===== src/rtl/fetch_pc_unit.sv =====
// Fetch-side PC owner: issues one-outstanding instruction fetches, applies execute
// redirects (JALR bit0 clearing, misalignment trap) and delivers instructions to decode.
module fetch_pc_unit #(
    parameter int              XLEN     = 32,
    parameter logic [XLEN-1:0] RESET_PC = 32'h0000_0000
) (
    input  logic            clk,
    input  logic            rst,
    input  logic            stall_i,
    input  logic            redirect_valid_i,
    input  logic [XLEN-1:0] redirect_target_i,
    input  logic            redirect_is_jalr_i,
    output logic            imem_req_valid_o,
    output logic [XLEN-1:0] imem_req_addr_o,
    input  logic            imem_req_ready_i,
    input  logic            imem_rsp_valid_i,
    input  logic [XLEN-1:0] imem_rsp_data_i,
    output logic            instr_valid_o,
    output logic [XLEN-1:0] instr_o,
    output logic [XLEN-1:0] pc_o,
    output logic [XLEN-1:0] pc_plus4_o,
    output logic            misalign_exc_o
);

    typedef enum logic [1:0] {
        S_REQ,
        S_WAIT,
        S_HOLD,
        S_HALT
    } state_t;

    state_t          state;
    logic [XLEN-1:0] pc;
    logic            kill;

    logic [XLEN-1:0] redirect_pc;
    logic            redirect_ok;
    logic            redirect_bad;
    logic            req_accept;

    function automatic logic [XLEN-1:0] align_target(input logic [XLEN-1:0] target,
                                                     input logic            is_jalr);
        return is_jalr ? {target[XLEN-1:1], 1'b0} : target;
    endfunction

    function automatic logic is_misaligned(input logic [XLEN-1:0] addr);
        return |addr[1:0];
    endfunction

    assign redirect_pc  = align_target(redirect_target_i, redirect_is_jalr_i);
    assign redirect_ok  = redirect_valid_i && !is_misaligned(redirect_pc);
    assign redirect_bad = redirect_valid_i && is_misaligned(redirect_pc);

    // Request is gated by rst so nothing is offered to memory while reset is held.
    assign imem_req_valid_o = rst && (state == S_REQ);
    assign imem_req_addr_o  = pc;
    assign req_accept       = imem_req_valid_o && imem_req_ready_i;

    always_ff @(posedge clk or negedge rst) begin
        if (!rst) begin
            state          <= S_REQ;
            pc             <= RESET_PC;
            kill           <= 1'b0;
            instr_valid_o  <= 1'b0;
            instr_o        <= '0;
            pc_o           <= '0;
            pc_plus4_o     <= '0;
            misalign_exc_o <= 1'b0;
        end else begin
            misalign_exc_o <= redirect_bad;

            // Consumed instructions retire; any redirect flushes the wrong path.
            if ((instr_valid_o && !stall_i) || redirect_valid_i) begin
                instr_valid_o <= 1'b0;
            end

            case (state)
                S_REQ: begin
                    // A stale response landing here (after leaving HALT) settles the kill.
                    if (imem_rsp_valid_i) begin
                        kill <= 1'b0;
                    end
                    if (redirect_bad) begin
                        if (req_accept) begin
                            kill <= 1'b1;
                        end
                        state <= S_HALT;
                    end else if (redirect_ok) begin
                        pc <= redirect_pc;
                        if (req_accept) begin
                            kill  <= 1'b1;
                            state <= S_WAIT;
                        end
                    end else if (req_accept) begin
                        state <= S_WAIT;
                    end
                end

                S_WAIT: begin
                    if (imem_rsp_valid_i) begin
                        kill <= 1'b0;
                        if (redirect_bad) begin
                            state <= S_HALT;
                        end else if (redirect_ok) begin
                            pc    <= redirect_pc;
                            state <= S_REQ;
                        end else if (kill) begin
                            state <= S_REQ;
                        end else begin
                            instr_valid_o <= 1'b1;
                            instr_o       <= imem_rsp_data_i;
                            pc_o          <= pc;
                            pc_plus4_o    <= pc + XLEN'(4);
                            pc            <= pc + XLEN'(4);
                            state         <= stall_i ? S_HOLD : S_REQ;
                        end
                    end else if (redirect_bad) begin
                        kill  <= 1'b1;
                        state <= S_HALT;
                    end else if (redirect_ok) begin
                        kill <= 1'b1;
                        pc   <= redirect_pc;
                    end
                end

                S_HOLD: begin
                    if (redirect_bad) begin
                        state <= S_HALT;
                    end else if (redirect_ok) begin
                        pc    <= redirect_pc;
                        state <= S_REQ;
                    end else if (!stall_i) begin
                        state <= S_REQ;
                    end
                end

                S_HALT: begin
                    if (imem_rsp_valid_i) begin
                        kill <= 1'b0;
                    end
                    if (redirect_ok) begin
                        pc    <= redirect_pc;
                        state <= S_REQ;
                    end
                end

                default: state <= S_REQ;
            endcase
        end
    end

endmodule


===== config.mk =====
export PLATFORM = sky130hd
export DESIGN_NAME = fetch_pc_unit
export DESIGN_NICKNAME = d
export VERILOG_FILES = /design/src/rtl/fetch_pc_unit.sv
export SDC_FILE = /design/constraint.sdc
export NUM_CORES = 1
export LEC_CHECK = 0
export BUFFER_PORTS_ARGS = -buffer_cell sky130_fd_sc_hd__buf_2
export CORE_AREA = 2 2 110 191
export CTS_BUF_LIST = sky130_fd_sc_hd__clkbuf_4 sky130_fd_sc_hd__clkbuf_8
export CTS_CLUSTER_DIAMETER = 40
export DETAILED_ROUTE_END_ITERATION = 16
export DIE_AREA = 0 0 112 193
export SYNTH_ARGS = -nofsm -noshare
export SYNTH_HDL_FRONTEND = slang
export SYNTH_SLANG_ARGS = --single-unit
export TNS_END_PERCENT = 100

===== constraint.sdc =====
create_clock -name clk -period 2.05 [get_ports clk]
set_input_delay 0.615 -clock clk [delete_from_list [all_inputs] [get_ports clk]]
set_output_delay 0.615 -clock clk [all_outputs]
set_load 0.02 [all_outputs]

==> results.md, run 1 <==
* Reg clk slew, reported paths at 0.09 ns
* Max Cap Viol at 0
* Reg2reg start: imem_req_addr_o[2]
* Final period util at 0.9546
* # setup viols final at 0
* Pre-CTS setup slack at -0.02025 ns
* Worst Tran Pin Value at 0.7349 ns
* DR pass1 iterations at 4
* Crit. path cell count at 3
* Number of global-route vias before repair at 5103
* Synth async-reset ratio at 1.000
* Synthesized net count at 720
* Worst Path Buf+Inv at 2
* R2R Path End: imem_req_addr_o[30]
* # IOs at 202
* Count of final max-slew check failures at 0
* Final hold slack at 0.2834 ns
* CP Data Arrival Time at 1.34 ns
* Crit path max fanout at 6
* Worst setup EP type: output port
* Nets@finish at 946
* DIE AREA at 0.02162 mm2
* DRT iter0 DRCs at 246
* Critical path, cell by cell: buf_4 > nor3b_2 > buf_2
* Routability Congestion at 0.8559
* Status: finished, final reports clean
* Clock share of power at 0.236
* Top delay family on crit path: flip-flops
* Critical Path Source: state[0]
* Post-Syn Area per Cell at 9.137 um2
* Die Wd at 112 um
* Synth Warn # at 0
* Via count at 5249
* Total global-route track usage at 0.1750
* Hold WC Path Type: in -> async
* Synth Register Bits at 131
* Final setup margin at 0.09309 ns
* Critical Path RT at 1.43 ns
* Metal2 WL at 9.677 mm
* Drt wl/cell at 16.58 um
* Clk sink count at 131
* Fraction of layout cells with a size suffix above 1 at 0.3371
* Cell Int Power at 6.272 mW
* Antenna-violating nets left at 0
* Hpwl dp at 13.86 mm
* Final WL at 18.85 mm
* Die H at 193 um
* Gr ovfl total at 0
* Crit path largest cell delay at 0.40 ns
* First-pass GRT wire length at 28.81 mm
* PD cells at 1320 mW/mm2
* Commonest cells in the netlist: nand2_1, dfrtp_1, o21ai_0
* Syn Inst Count at 648
* Final period demand of the worst path at 1.957 ns
* Initial antenna violation count at 2
* Filler instances at 2131
* Synth Flop Type: dfrtp_1
* Combinational share of power at 0.376
* Total chip power at 10.49 mW
* Clk_lat worst skew at 0.46 ns
* Largest net degree at the start of global routing at 132
* Worst Skew at 0.01947 ns
* Cell variety after synth at 52
* Top Metal Used: met4
* Static Leakage at 4.058 nW
* Reg-to-reg slack, setup at 0.17 ns
* Final hold viol count at 0
* Peak VDD IR at 0.4527 mV
* Number of synthesized flops with an enable pin at 0
* CTS tree: done
* Core Footprint at 0.02020 mm2
* Port Buffers at 201
* # H-tree levels at 4
* Critical path class: reg -> out
* RSZ-0062 raised after global routing: false
* Startpoint Class: flop
* CP Capture Point: imem_req_valid_o
* Sequential power share at 0.388
* Slew Limit Headroom at 0.5101
* Top cells by area, synth: dfrtp_1, nand2_1, o21ai_0, xnor2_1, xor2_1
* Post-synth top area cell: dfrtp_1
* Most numerous cell in the Yosys netlist: nand2_1
* DRC Markers at 0
* Net switching power at 4.213 mW
* CTS Root Cell: clkbuf_8
* Achievable frequency at 511.0 MHz
* CTS Hold Bufs at 0
* Worst R2R Path Depth at 7
* Clock tree buffer depth at 2
* Mapped Area at 0.005921 mm2
* Starting Density at 0.2931
* Drt via density at 4.617
* P&R area growth vs syn at 34.17%
* Row count at 69
* Slowest cell on the critical path: dfrtp_1
* Switching share of power at 0.4018
* Top-area cell type share of the netlist area at 0.5537
* Metal3 WL at 731 um
* Clock buffers created by TritonCTS at 17
* Sequential fraction of the synthesis area at 0.5537
* M1 WL at 7.531 mm
==> per-stage QoR <==
stage,TNS [ns],utilization,cells,instance area [um2]
2_1_floorplan,0,-,648,5921
3_3_place_gp,0,0.3704,1102,7482
3_5_place_dp,-0.02423,0.3704,1102,7482
4_1_cts,0,0.3927,1135,7934
5_1_grt,0,0.3931,1136,7941
6_report,0,0.3932,1137,7944
==> power by group through the flow <==
stage | clock network, mW | registers [mW] | logic [mW]
floorplan | 0 | 5.34 | 1.03
global placement | 0 | 4.10 | 3.94
detailed placement | 0 | 4.13 | 3.99
CTS | 2.55 | 4.07 | 4.01
global route | 2.64 | 4.19 | 4.31
finish | 2.47 | 4.07 | 3.95
==> state kept, by name, indices dropped and copies added, names as in the netlist <==
name,count
misalign_exc_o,1
state,2
kill,1
instr_o,32
pc_plus4_o,30
pc_o,32
imem_req_addr_o,32
instr_valid_o,1
==> cell usage in the layout (no fill, tap or decap), types with 3 or more instances in the layout <==
cell type	Yosys	final
and4_1	6	6
clkbuf_8	0	19
buf_2	20	200
dfrtp_1	131	131
xnor2_1	21	21
nand2_1	252	252
clkinv_2	0	3
o22ai_1	3	3
inv_1	4	4
a22oi_1	4	4
buf_12	0	7
xor2_1	19	19
buf_4	3	42
nand3_1	16	16
clkinvlp_4	0	4
a21oi_1	8	8
o21ai_0	46	46
a31oi_1	4	4
and3_1	4	4
bufinv_16	0	4
and2_1	8	8
nor3_1	8	8
nor2_1	21	20
nand4_1	8	8
a311oi_1	4	4
==> area by class of cell <==
| class | count | area (um2) | share of cell area |
|---|---|---|---|
| timing repair buffer | 250 | 1468 | 0.1848 |
| antenna | 2 | 5.005 | 0.0006300 |
| clock inverter | 13 | 182.7 | 0.02300 |
| sequential | 131 | 3278 | 0.4127 |
| tap | 248 | 310.3 | 0.03906 |
| clock buffer | 19 | 261.5 | 0.03292 |
| inverter | 4 | 15.01 | 0.001890 |
| multi-input combinational | 470 | 2424 | 0.3051 |
==> how the worst min path moves through the flow <==
| stage | startpoint | endpoint | slack, ns | cells after the start |
|---|---|---|---|---|
| after floorplan | rst | imem_req_addr_o[0] | 0.32 | 0 |
| after global placement | pc_o[24] | pc_o[24] | 0.45 | 2 |
| after detailed placement | pc_plus4_o[6] | pc_plus4_o[6] | 0.45 | 2 |
| after CTS | imem_rsp_data_i[6] | instr_o[6] | 0.31 | 3 |
| after global routing | imem_rsp_data_i[6] | instr_o[6] | 0.33 | 3 |
| final | rst | pc_o[18] | 0.28 | 2 |
==> timing repair <==
action,in CTS,in global routing
gates resized for setup,0,1
buffers inserted,1,0
pin swaps,0,0
setup endpoints to repair,1,1
==> layer usage <==
layer  track usage  vias up
li1              -     2572
met1        0.2048     2477
met2        0.2974      160
met3       0.03282       40
met4        0.1069        0
met5             0        -
==> logic make-up after synthesis <==
kind of cell    count (synthesis)  synth area share
mux                             3          0.005494
flops                         131            0.5537
compound gates                 84           0.08538
simple gates                  342            0.2551
buf+inv                        47           0.03909
xor+xnor                       40           0.05917
fa+ha+maj                       1          0.002113
Power figures use the tool's default switching activity.
==> run 2: changes to the inputs <==
==> constraint.sdc (replaced) <==
create_clock -name clk -period 2.05 [get_ports clk]
set_input_delay 0.3075 -clock clk [delete_from_list [all_inputs] [get_ports clk]]
set_output_delay 0.3075 -clock clk [all_outputs]
set_load 0.02 [all_outputs]
==> run 2 against run 1 <==
Effect of this change:
- register-to-register slack about the same
- critical endpoint is now imem_req_addr_o[25]
- global-route usage fell by 0.16 points
- largest cell class unchanged
- critical path type is now reg -> reg
- worst setup slack improved by 0.071 ns
- final cell count decreased by 1.6%
==> results.md, run 2 (synthesized netlist as in run 1, its figures left out) <==
* Placed instance area at 0.007337 mm2 (-1.9%)
* Startpoint Class: flop
* Achievable frequency at 530.2 MHz (+3.8%)
* First-pass GRT wire length at 28.66 mm (-0.53%)
* PD cells at 1301 mW/mm2 (-1.4%)
* Final period demand of the worst path at 1.886 ns (-0.07094 ns)
* Gr ovfl total at 0 (unchanged)
* Starting Density at 0.2931 (unchanged)
* Reg clk slew, reported paths at 0.08 ns (about the same)
* Fraction of layout cells with a size suffix above 1 at 0.3238 (-0.01333)
* Critical path class: reg -> reg
* Routability Congestion at 0.8462 (-1.1%)
* Hold path start: imem_rsp_data_i[6]
* Worst setup EP type: flop
* Final instance area at 0.007730 mm2 (-2.7%)
* # setup viols final at 0 (unchanged)
* DR pass1 iterations at 5 (+1)
* Clock buffers created by TritonCTS at 17 (unchanged)
* Initial antenna violation count at 0 (-2)
* Worst Tran Pin Value at 0.7305 ns (-0.004405 ns)
* P&R area growth vs syn at 30.56%
* Die H at 193 um (unchanged)
* Clk sink count at 131 (unchanged)
* Placed cell count at 1086 (-1.5%)
* Status: finished, final reports clean
* Clock tree buffer depth at 2 (unchanged)
* # H-tree levels at 4 (unchanged)
* Nets@finish at 930 (-1.7%)
* Core Footprint at 0.02020 mm2 (unchanged)
* Final WL at 18.66 mm (-1.0%)
* DIE AREA at 0.02162 mm2 (unchanged)
* Static Leakage at 3.950 nW (-2.7%)
* CP Data Arrival Time at 2.23 ns (+0.89 ns)
* Peak VDD IR at 0.4304 mV (-4.9%)
* DRC Markers at 0 (unchanged)
* Hold WC Path Type: in -> reg
* Via count at 5210 (-0.74%)
* Row count at 69 (unchanged)
* DRT iter0 DRCs at 326 (+33%)
* Port Buffers at 201 (unchanged)
* Setup TNS at 0 ns (unchanged)
* Die Wd at 112 um (unchanged)
* Worst Skew at 0.01798 ns (-0.001491 ns)
* Crit path max fanout at 111 (+105)
* Number of global-route vias before repair at 5159 (+1.1%)
* Critical Path RT at 2.40 ns (+0.97 ns)
* CTS tree: done
* # IOs at 202 (unchanged)
* Critical Path Source: kill
* Antenna-violating nets left at 0 (unchanged)
* Clk_lat worst skew at 0.46 ns (about the same)
* Non-filler cells in the finished layout at 1119 (-1.6%)
* Hpwl dp at 13.54 mm (-2.3%)
* RSZ-0062 raised after global routing: false
* Slew Limit Headroom at 0.5130 (+0.002937)
* Final hold viol count at 0 (unchanged)
* Number of diodes at 0 (-2)
* Largest net degree at the start of global routing at 131 (-0.76%)
* Total global-route track usage at 0.1734 (-0.001571)
* Reg2reg start: kill
* Most frequent cells in the layout: nand2_1, buf_2, dfrtp_1
* Final period util at 0.9200 (-0.03460)
* Most common library cell in the layout ignoring fill and taps: nand2_1
* Count of final max-slew check failures at 0 (unchanged)
* Drt via density at 4.656 (+0.85%)
* CTS Root Cell: clkbuf_8
* Drt wl/cell at 16.67 um (+0.56%)
* Max Cap Viol at 0 (unchanged)
* Total setup buffers inserted after CTS at 0 (-1)
run 2: path summary, 6_finish.rpt:
path	depth (start not counted)	end	slack, ns
setup / recovery	6	imem_req_addr_o[25]	0.16
hold / removal	3	instr_o[6]	0.03
setup reg to reg	6	imem_req_addr_o[25]	0.16
hold reg to reg	2	pc_plus4_o[6]	0.47
max in group asynchronous	3	instr_o[23]	0.94
min in group asynchronous	2	misalign_exc_o	0.19
run 2: routing by layer:
layer | GRT usage | part of all wire | wire length [um] | up-vias
met2 | 0.3093 | 0.54 | 10020 | 159
met5 | 0 | 0 | 0 | -
li1 | - | - | - | 2537
met4 | 0.08161 | 0.033 | 618 | 0
met3 | 0.03251 | 0.038 | 700 | 32
met1 | 0.2010 | 0.39 | 7316 | 2482
run 2: final cells by class:
class	count	area, um2
clock inverter	9	80.08
clock buffer	23	297.8
fill	2128	12470
multi-input combinational	470	2424
tap	248	310.3
timing repair buffer	234	1325
inverter	4	15.01
sequential	131	3278
run 2: report_power, final:
group	switching [mW]	leakage, nW	internal, mW	total (mW)
registers	0.612	1.64	3.54	4.15
clock network	1.03	0.188	1.09	2.11
logic	2.51	2.12	1.29	3.80
total	4.15	3.95	5.91	10.1
run 2: metrics by stage:
stage	util	worst slack (ns)	hold slack (ns)	total power [mW]
2_1_floorplan	-	0.1298	0.01191	6.371
3_3_place_gp	0.3632	0.1998	0.09935	7.993
3_5_place_dp	0.3632	0.1525	0.1001	8.057
4_1_cts	0.3824	0.1346	0.01164	10.20
5_1_grt	0.3826	0.006809	0.02687	10.73
6_report	0.3826	0.1640	0.03127	10.06
run 2: timing repair:
action                                  CTS  global route
endpoints found under the setup margin    0             1
gates resized for setup                   0             1
hold endpoints to repair                  1             0
hold buffers                              1             0
run 2: critical path: stages (launching register included):
cell and delay (ns):
dfrtp_1 0.41, nand4bb_4 0.27, or2_4 0.27, buf_12 0.24, nor4_4 0.32, xnor2_1 0.17
o21ai_2 0.06
